===== config.mk =====
export PLATFORM = sky130hd
export DESIGN_NAME = ospfb_input_pacer
export DESIGN_NICKNAME = d
export VERILOG_FILES = /design/src/rtl/ospfb_input_pacer.sv
export SDC_FILE = /design/constraint.sdc
export NUM_CORES = 1
export LEC_CHECK = 0
export ABC_AREA = 1
export BUFFER_PORTS_ARGS = -buffer_cell sky130_fd_sc_hd__clkbuf_2
export CAP_MARGIN = 15
export CORE_ASPECT_RATIO = 1.75
export CORE_MARGIN = 2
export CORE_UTILIZATION = 51
export CTS_BUF_LIST = sky130_fd_sc_hd__clkbuf_8
export DETAILED_ROUTE_END_ITERATION = 8
export PLACE_DENSITY_LB_ADDON = 0.2
export REMOVE_ABC_BUFFERS = 1
export SLEW_MARGIN = 25
export SYNTH_ARGS = -nofsm -noshare
export SYNTH_HDL_FRONTEND = slang
export SYNTH_SLANG_ARGS = --single-unit

===== constraint.sdc =====
create_clock -name clk -period 3.5 [get_ports clk]
set_clock_uncertainty 0.2 [all_clocks]
set_input_delay 0 -clock clk [delete_from_list [all_inputs] [get_ports clk]]
set_output_delay 0 -clock clk [all_outputs]
set_load 0.05 [all_outputs]

===== src/rtl/ospfb_input_pacer.sv =====
// ospfb_input_pacer
// Paces an upstream sample stream into the OSPFB polyphase front end. A slot
// counter (modtimer) walks 0..MAX_CNT-1 on every cycle the downstream is ready.
// Only the first PAUSE slots of each frame carry data. A 2-entry skid buffer
// absorbs upstream jitter. Starved pass slots are still consumed so the frame
// cadence never slips; they are flagged and counted instead.
module ospfb_input_pacer #(
  parameter int WIDTH   = 16,
  parameter int MAX_CNT = 64,
  parameter int PAUSE   = 48,
  parameter int START   = 47
) (
  input  logic                       clk,
  input  logic                       rst,
  input  logic [WIDTH-1:0]           s_axis_tdata_i,
  input  logic                       s_axis_tvalid_i,
  output logic                       s_axis_tready_o,
  output logic [WIDTH-1:0]           m_axis_tdata_o,
  output logic                       m_axis_tvalid_o,
  input  logic                       m_axis_tready_i,
  output logic                       m_axis_tlast_o,
  output logic [$clog2(MAX_CNT)-1:0] modtimer_o,
  output logic                       underflow_o,
  output logic [15:0]                underflow_cnt_o
);

  localparam int TW  = $clog2(MAX_CNT);
  localparam int TW1 = TW + 1;

  // One extra bit so PAUSE == MAX_CNT (no pause window) compares correctly.
  localparam logic [TW1-1:0] PAUSE_X    = TW1'(PAUSE);
  localparam logic [TW-1:0]  LAST_SLOT  = TW'(MAX_CNT - 1);
  localparam logic [TW-1:0]  START_SLOT = TW'(START);
  localparam logic [TW-1:0]  TLAST_SLOT = TW'(PAUSE - 1);

  logic [TW-1:0]    mt_q, mt_d;
  logic [1:0]       occ_q, occ_d;
  logic [WIDTH-1:0] buf_q [2];
  logic [WIDTH-1:0] buf_d [2];
  logic             uf_q, uf_d;
  logic [15:0]      ucnt_q, ucnt_d;

  logic in_pass;
  logic slot;
  logic push;
  logic pop;
  logic starve;

  // Handshake and window decode. Both ready/valid come from registered state
  // only (plus reset gating), so there is no combinational path s_axis -> m_axis.
  assign in_pass         = {1'b0, mt_q} < PAUSE_X;
  assign slot            = m_axis_tready_i && !rst;
  assign m_axis_tvalid_o = !rst && in_pass && (occ_q != 2'd0);
  assign m_axis_tlast_o  = m_axis_tvalid_o && (mt_q == TLAST_SLOT);
  assign s_axis_tready_o = !rst && (occ_q != 2'd2);
  assign m_axis_tdata_o  = buf_q[0];
  assign modtimer_o      = mt_q;
  assign underflow_o     = uf_q;
  assign underflow_cnt_o = ucnt_q;

  assign push   = s_axis_tvalid_i && s_axis_tready_o;
  assign pop    = m_axis_tvalid_o && m_axis_tready_i;
  assign starve = slot && in_pass && (occ_q == 2'd0);

  // Slot counter and starvation bookkeeping advance only on slots.
  always_comb begin
    // NOTE: every signal driven here gets a default first, so no path through
    // the block leaves it unassigned and no latch is inferred.
    mt_d   = mt_q;
    uf_d   = uf_q;
    ucnt_d = ucnt_q;
    if (slot) begin
      mt_d = (mt_q == LAST_SLOT) ? '0 : mt_q + TW'(1);
      if (starve) begin
        uf_d   = 1'b1;
        ucnt_d = (ucnt_q == 16'hFFFF) ? ucnt_q : ucnt_q + 16'd1;
      end
    end
  end

  // Skid buffer next state: FIFO order, push lands behind any existing entry.
  always_comb begin
    buf_d[0] = buf_q[0];
    buf_d[1] = buf_q[1];
    occ_d    = occ_q;
    unique case ({push, pop})
      2'b10: begin
        buf_d[occ_q[0]] = s_axis_tdata_i;
        occ_d           = occ_q + 2'd1;
      end
      2'b01: begin
        // With a single entry the head is left as is, so tdata holds its last
        // value through the pause window instead of showing a stale entry 1.
        if (occ_q == 2'd2) begin
          buf_d[0] = buf_q[1];
        end
        occ_d = occ_q - 2'd1;
      end
      2'b11: begin
        // Only reachable with one entry (tready is low when full): the new
        // sample replaces the popped head.
        buf_d[0] = s_axis_tdata_i;
      end
      default: begin
      end
    endcase
  end

  // Control state: reset restarts the frame at START with an empty buffer.
  always_ff @(posedge clk) begin
    // NOTE: sequential state uses non-blocking assignments so every register
    // samples pre-edge values regardless of statement order.
    if (rst) begin
      mt_q   <= START_SLOT;
      occ_q  <= 2'd0;
      uf_q   <= 1'b0;
      ucnt_q <= 16'd0;
    end else begin
      mt_q   <= mt_d;
      occ_q  <= occ_d;
      uf_q   <= uf_d;
      ucnt_q <= ucnt_d;
    end
  end

  // Sample storage.
  always_ff @(posedge clk) begin
    // NOTE: the data entries are deliberately not reset; occupancy alone
    // decides whether they are meaningful, and tvalid masks them while empty.
    buf_q[0] <= buf_d[0];
    buf_q[1] <= buf_d[1];
  end

endmodule


==> impl_metrics.py, run 1 <==
metrics = {
    "run_status": {
        "outcome": "finished, final reports clean",
    },
    "power_and_ir_drop": {
        "static-leakage-power_nw": 1.55,
        "ir_drop_mv": 0.278,
        "power.density_cell_area_nw_per_um2": 469,
    },
    "timing": {
        "max_slew.worst_pin.slew_ns": 0.574,
        "finalSetupViolCount": 0,
        "relSlewSlack": 0.617,
        "final_hold_viol_count": 0,
        "final_min_period_over_clock_period": 0.893,
        "max_freq_mhz": 320,
        "drv_slew": 0,
        "final_period_minus_worst_setup_slack_ns": 3.12,
        "rsz0062_at_grt": "false",
    },
    "route": {
        "dr_total_vias": 2565,
        "postRouteWirelength_um": 6360,
        "drt_pass1_iterations": 4,
        "drtAntennaViolNets": 0,
        "drc": 0,
        "drt-wirelength-per-cell_um": 12.5,
        "via_per_inst": 5.05,
        "initialDrtViolationCount": 95,
    },
    "grt": {
        "first_pass_grt_wire_length_um": 11000,
        "globalRouteTotalUtil": 0.209,
        "grt_antenna_before_repair": 0,
        "grt_start_max_net_pins": 20,
        "first_global_vias": 2477,
        "overflow": 0,
    },
    "floorplanning": {
        "core-area_sq_um": 5830,
        "boundaryPins": 62,
        "floorplan.rows": 37,
        "die_area_sq_um": 6620,
        "die_width_um": 62.4,
        "die_h_um": 106,
        "floorplan.initialDensity": 0.522,
    },
    "clocking": {
        "tritoncts": "built",
        "clk_root_buffer_cell": "sky130_fd_sc_hd__clkbuf_8",
        "ctsLongestPathBuffers": 2,
        "cts.clk_slew.worst_paths_ns": 0.06,
        "insertion_delay_to_the_later_sink_of_the_worst_skew_pair_ns": 0.33,
        "post_cts.repair.setup_buffers": 0,
        "cts.sinks": 57,
        "numCtsBuffers": 9,
        "htree_num_levels": 3,
    },
    "cells_and_area": {
        "layout-area-overhead-vs-synth_pct": 21.1,
        "finalNonFillerCells": 508,
        "fillCellCount": 538,
        "antennaDiodeCount": 0,
        "layout-drive-gt1-share": 0.251,
        "post_layout_util": 0.631,
        "finalInstanceArea_sq_um": 3680,
        "nNetsFinal": 450,
    },
    "setup_path": {
        "worst_r2r_path_depth": 10,
        "crit_cells": 13,
        "reg2reg_slack_ns": 0.61,
        "critical_setup_path_kind": "in2reg",
        "worst_path_max_delay_cell": "sky130_fd_sc_hd__dlygate4sd3_1",
        "cp_cell_sequence": "dlygate4sd3_1 > clkbuf_4 > inv_2 > o21ai_1 > a21oi_2 > nand2_2 > clkinv_2 > ha_1 > buf_4 > nor2_1 > a21oi_1 > a21oi_1 > buf_4",
        "crit_required_ns": 3.33,
        "cp_num_buf_inv": 6,
        "critical-path-top-delay-family": "buffers and inverters",
        "critical_path.startpoint_type": "input pin",
        "slowest_delay_ns": 0.52,
        "critical_path.reg2reg.endpoint": "buf_q[0][15]",
        "cp-end-kind": "register",
        "critPathMaxFanout": 19,
        "worst_ep_arrival_time_ns": 2.95,
        "reg2reg_from": "occ_q[0]",
    },
    "logic_synthesis": {
        "fraction_of_the_yosys_area_taken_by_sequential_cells": 0.480,
        "post_synth_num_cell_types": 31,
        "syn_area_sq_um": 3040,
        "synth_async_sr_flop_share": 0,
        "ys_warn_count": 0,
        "post_synth.cell_area_avg_sq_um": 8.45,
        "synth.ff_latch_count": 57,
        "library_cell_with_the_highest_instance_count_after_synthesis": "sky130_fd_sc_hd__nand2_1",
        "netlist.area_leader.share": 0.316,
        "post_synth_inst_count": 360,
        "synth.largest_area_cell": "sky130_fd_sc_hd__edfxtp_1",
        "number_of_enable_type_register_cells_in_the_synthesized_netlist": 32,
        "synth_top_cells_by_area": "sky130_fd_sc_hd__edfxtp_1 (32%), sky130_fd_sc_hd__dfxtp_1 (16%), sky130_fd_sc_hd__nand2_1 (12%)",
        "ys_dominant_reg_cell": "sky130_fd_sc_hd__edfxtp_1",
        "synth_common_cells": "sky130_fd_sc_hd__nand2_1 (95), sky130_fd_sc_hd__nor2_1 (37), sky130_fd_sc_hd__nand3_1 (35), sky130_fd_sc_hd__edfxtp_1 (32), sky130_fd_sc_hd__dfxtp_1 (25)",
    },
    "place": {
        "placed_area_sq_um": 3270,
        "dp_hpwl_um": 4650,
        "port_buffers": 61,
        "placed_cells_incl_taps": 473,
        "gp_congestion": 0.849,
    },
    "min_path": {
        "hp-class": "in2reg",
        "whs_path_depth": 2,
        "hold_path_startpoint": "s_axis_tdata_i[11]",
        "hold_end": "buf_q[0][27]",
    },
    "job": {
        "maxCapViolations": 0,
    },
}
flip-flops by register name, summed over array words and instances (netlist names):
register         count
buf_q               32
underflow_cnt_o     16
modtimer_o           6
occ_q                2
underflow_o          1
layer usage:
| layer | vias to the layer above | track usage | routed length, um |
|---|---|---|---|
| met5 | - | 0 | 0 |
| met4 | 0 | 0.113 | 182 |
| met3 | 18 | 0.0487 | 230 |
| met2 | 69 | 0.384 | 3460 |
| met1 | 1162 | 0.218 | 2490 |
| li1 | 1316 | - | - |
cells by family (layout without fill, tap and decap cells):
family | count (synthesis) | after routing | share of synthesized area
xor+xnor | 4 | 4 | 0.0115
buf+inv | 58 | 128 | 0.101
flops | 57 | 57 | 0.480
fa+ha+maj | 5 | 5 | 0.0206
simple gates | 191 | 191 | 0.278
compound gates | 45 | 45 | 0.109
worst max-delay path by stage:
stage                             start           end  slack (ns)
after floorplan           modtimer_o[5]   buf_q[0][0]       -0.33
after global placement              rst   buf_q[0][7]        0.59
after detailed placement            rst   buf_q[0][7]        0.49
after CTS                           rst   buf_q[0][5]        0.28
after global routing                rst   buf_q[0][2]        0.09
final                               rst  buf_q[0][15]        0.38
power breakdown:
group	internal (mW)	switching (mW)	total [mW]
logic	0.0794	0.206	0.285
clock network	0.415	0.260	0.675
registers	0.748	0.0200	0.768
area by class of cell:
| cell class | instances | area, sq um | share of cell area |
|---|---|---|---|
| clock buffer | 10 | 138 | 0.0374 |
| clock inverter | 6 | 81.3 | 0.0221 |
| inverter | 29 | 110 | 0.0299 |
| multi-input combinational | 245 | 1270 | 0.346 |
| sequential | 57 | 1460 | 0.397 |
| tap | 78 | 97.6 | 0.0265 |
| timing repair buffer | 83 | 520 | 0.141 |
cell usage in the layout, fill, tap and decap left out, drive strengths merged:
| cell type | synthesis | layout |
|---|---|---|
| inv | 28 | 27 |
| nand4 | 6 | 6 |
| a21oi | 16 | 16 |
| o21a | 1 | 1 |
| a22o | 16 | 16 |
| ha | 5 | 5 |
| o21ai | 10 | 10 |
| a21o | 1 | 1 |
| nand3 | 35 | 35 |
| nand3b | 1 | 1 |
| buf | 22 | 3 |
| nand2 | 102 | 102 |
| o31ai | 1 | 1 |
| dlygate4sd3 | 0 | 19 |
| clkinv | 1 | 5 |
| clkinvlp | 0 | 1 |
| bufinv | 0 | 2 |
| nor3 | 3 | 3 |
| edfxtp | 32 | 32 |
| nor2 | 44 | 44 |
| xnor2 | 1 | 1 |
| clkbuf | 7 | 71 |
| dfxtp | 25 | 25 |
| xor2 | 3 | 3 |
through the flow:
step | hold WS [ns] | worst slack [ns] | TNS, ns | total power [mW]
6_report | 0.216 | 0.376 | 0 | 1.73
3_3_place_gp | 0.0254 | 0.591 | 0 | 1.05
4_1_cts | 0.215 | 0.282 | 0 | 1.74
2_1_floorplan | -0.138 | -0.333 | -5.33 | 0.976
5_1_grt | 0.223 | 0.0905 | 0 | 1.80
3_5_place_dp | 0.0227 | 0.487 | 0 | 1.05
repair_timing:
item / CTS / global route
gates resized for setup: 0 / 3
endpoints found under the setup margin: 0 / 16
hold buffers: 19 / 0
hold endpoints to repair: 47 / 0
No activity file was read; power rests on OpenSTA's default activity.
==> inputs of run 2 (changes only) <==
- CORE_MARGIN: 2 -> default
- clock period: 3.5 -> 2.7 ns (I/O delays scaled with it)
==> run 2 against run 1 <==
Compared with the run above: critical path depth unchanged; non-clock buffer count increased by 4; sequential share of layout area increased by 0.33 points; largest power group unchanged; global-route usage increased by 1.1 points; hold slack improved by 0.011 ns; largest cell class unchanged; routed wire length decreased by 3.0%.
==> impl_metrics.py, run 2 (same netlist as run 1, synthesis figures left out) <==
metrics = {
    "timing": {
        "total_negative_setup_slack_ns": 0,
        "max_slew.worst_pin.slew_ns": 0.597,
        "final_hold_viol_count": 0,
        "max_freq_mhz": 433,
        "finalSetupViolCount": 0,
        "timing.hold.ws_ns": 0.227,
        "rsz0062_at_grt": "false",
        "final_period_minus_worst_setup_slack_ns": 2.31,
        "relSlewSlack": 0.601,
        "drv_slew": 0,
        "final_min_period_over_clock_period": 0.856,
    },
    "cells_and_area": {
        "fillCellCount": 526,
        "layout-area-overhead-vs-synth_pct": 20.1,
        "regMostFlops": "buf_q",
        "nNetsFinal": 454,
        "layout-drive-gt1-share": 0.256,
        "largest_register_ffs": 32,
        "layout_common_cells": "sky130_fd_sc_hd__nand2_1 (95), sky130_fd_sc_hd__clkbuf_2 (61), sky130_fd_sc_hd__nor2_1 (37)",
        "finalInstanceArea_sq_um": 3650,
        "antennaDiodeCount": 0,
        "most_frequent_standard_cell_in_the_layout_excluding_fill_and_tap_cells": "sky130_fd_sc_hd__nand2_1",
    },
    "place": {
        "port_buffers": 61,
        "dp_hpwl_um": 4490,
        "gp_congestion": 0.832,
        "placed_area_sq_um": 3290,
    },
    "route": {
        "drt-wirelength-per-cell_um": 12.1,
        "drtAntennaViolNets": 0,
        "via_per_inst": 5.03,
        "drc": 0,
        "dr_total_vias": 2565,
        "initialDrtViolationCount": 155,
        "drt_pass1_iterations": 4,
        "postRouteWirelength_um": 6170,
    },
    "setup_path": {
        "critical-path-top-delay-family": "buffers and inverters",
        "crit_required_ns": 2.52,
        "critical_path.startpoint_type": "input pin",
        "critical_setup_path_kind": "in2reg",
        "worst_path_max_delay_cell": "sky130_fd_sc_hd__dlygate4sd3_1",
        "slowest_delay_ns": 0.53,
        "cp_num_buf_inv": 5,
        "cp_cell_sequence": "dlygate4sd3_1 > clkbuf_2 > inv_2 > o21ai_1 > a21oi_2 > nand2_2 > inv_2 > ha_1 > nor2_1 > nor2_1 > a21oi_1 > a21oi_1 > buf_4",
        "cp-end-kind": "register",
        "critPathMaxFanout": 16,
        "worst_ep_arrival_time_ns": 2.13,
    },
    "grt": {
        "first_pass_grt_wire_length_um": 10700,
        "grt_start_max_net_pins": 19,
        "overflow": 0,
        "globalRouteTotalUtil": 0.221,
        "first_global_vias": 2458,
        "grt_antenna_before_repair": 0,
    },
    "clocking": {
        "clk_root_buffer_cell": "sky130_fd_sc_hd__clkbuf_8",
        "ctsLongestPathBuffers": 2,
        "cts_repair_resize_count": 0,
        "numCtsBuffers": 9,
        "insertion_delay_to_the_later_sink_of_the_worst_skew_pair_ns": 0.32,
        "cts.clk_slew.worst_paths_ns": 0.07,
        "cts-hold-fix-buffers": 20,
        "htree_num_levels": 3,
        "cts.sinks": 57,
        "post_cts.repair.setup_buffers": 0,
        "tritoncts": "built",
    },
    "power_and_ir_drop": {
        "static-leakage-power_nw": 1.54,
        "power.density_cell_area_nw_per_um2": 554,
        "ir_drop_mv": 0.343,
    },
    "floorplanning": {
        "die_h_um": 104,
        "floorplan.initialDensity": 0.536,
        "boundaryPins": 62,
        "die_area_sq_um": 6290,
        "core-area_sq_um": 5680,
        "floorplan.rows": 36,
        "die_width_um": 60.4,
    },
    "min_path": {
        "hp-class": "in2reg",
    },
    "run_status": {
        "outcome": "finished, final reports clean",
    },
    "job": {
        "maxCapViolations": 0,
    },
}
run 2: layer usage:
metal,wire length [um],global-route usage,vias to the layer above
met5,0,0,-
met4,103,0.0814,0
met3,203,0.0522,9
met2,3360,0.381,60
met1,2500,0.252,1179
li1,-,-,1317
run 2: cell type report:
| class | count | area, sq um | share of cell area |
|---|---|---|---|
| Sequential cell | 57 | 1460 | 0.400 |
| Multi-Input combinational cell | 245 | 1270 | 0.349 |
| Timing Repair Buffer | 87 | 551 | 0.151 |
| Clock buffer | 9 | 124 | 0.0339 |
| Inverter | 29 | 109 | 0.0298 |
| Tap cell | 76 | 95.1 | 0.0260 |
| Clock inverter | 7 | 38.8 | 0.0106 |
run 2: report_power, final:
part / internal (mW) / switching [mW] / leakage (nW) / total, mW
logic: 0.107 / 0.265 / 0.957 / 0.372
clock network: 0.322 / 0.334 / 0.0860 / 0.656
registers: 0.969 / 0.0255 / 0.498 / 0.995
total: 1.40 / 0.625 / 1.54 / 2.02
run 2: worst paths after layout:
kind         cells after the start  slack, ns      endpoint               start
max                             13       0.39  buf_q[0][14]                 rst
min                              2       0.23  buf_q[0][31]  s_axis_tdata_i[15]
max reg2reg                     10       0.52  buf_q[0][14]            occ_q[0]
min reg2reg                      2       0.26   underflow_o         underflow_o
run 2: stage by stage:
step | total power [mW] | setup slack, ns | instances | util
6_report | 2.02 | 0.389 | 510 | 0.644
5_1_grt | 2.13 | 0.187 | 510 | 0.644
4_1_cts | 2.05 | 0.384 | 510 | 0.644
3_5_place_dp | 1.36 | 0.528 | 474 | 0.580
2_1_floorplan | 1.27 | -1.13 | 331 | -
3_3_place_gp | 1.36 | 0.593 | 474 | 0.580
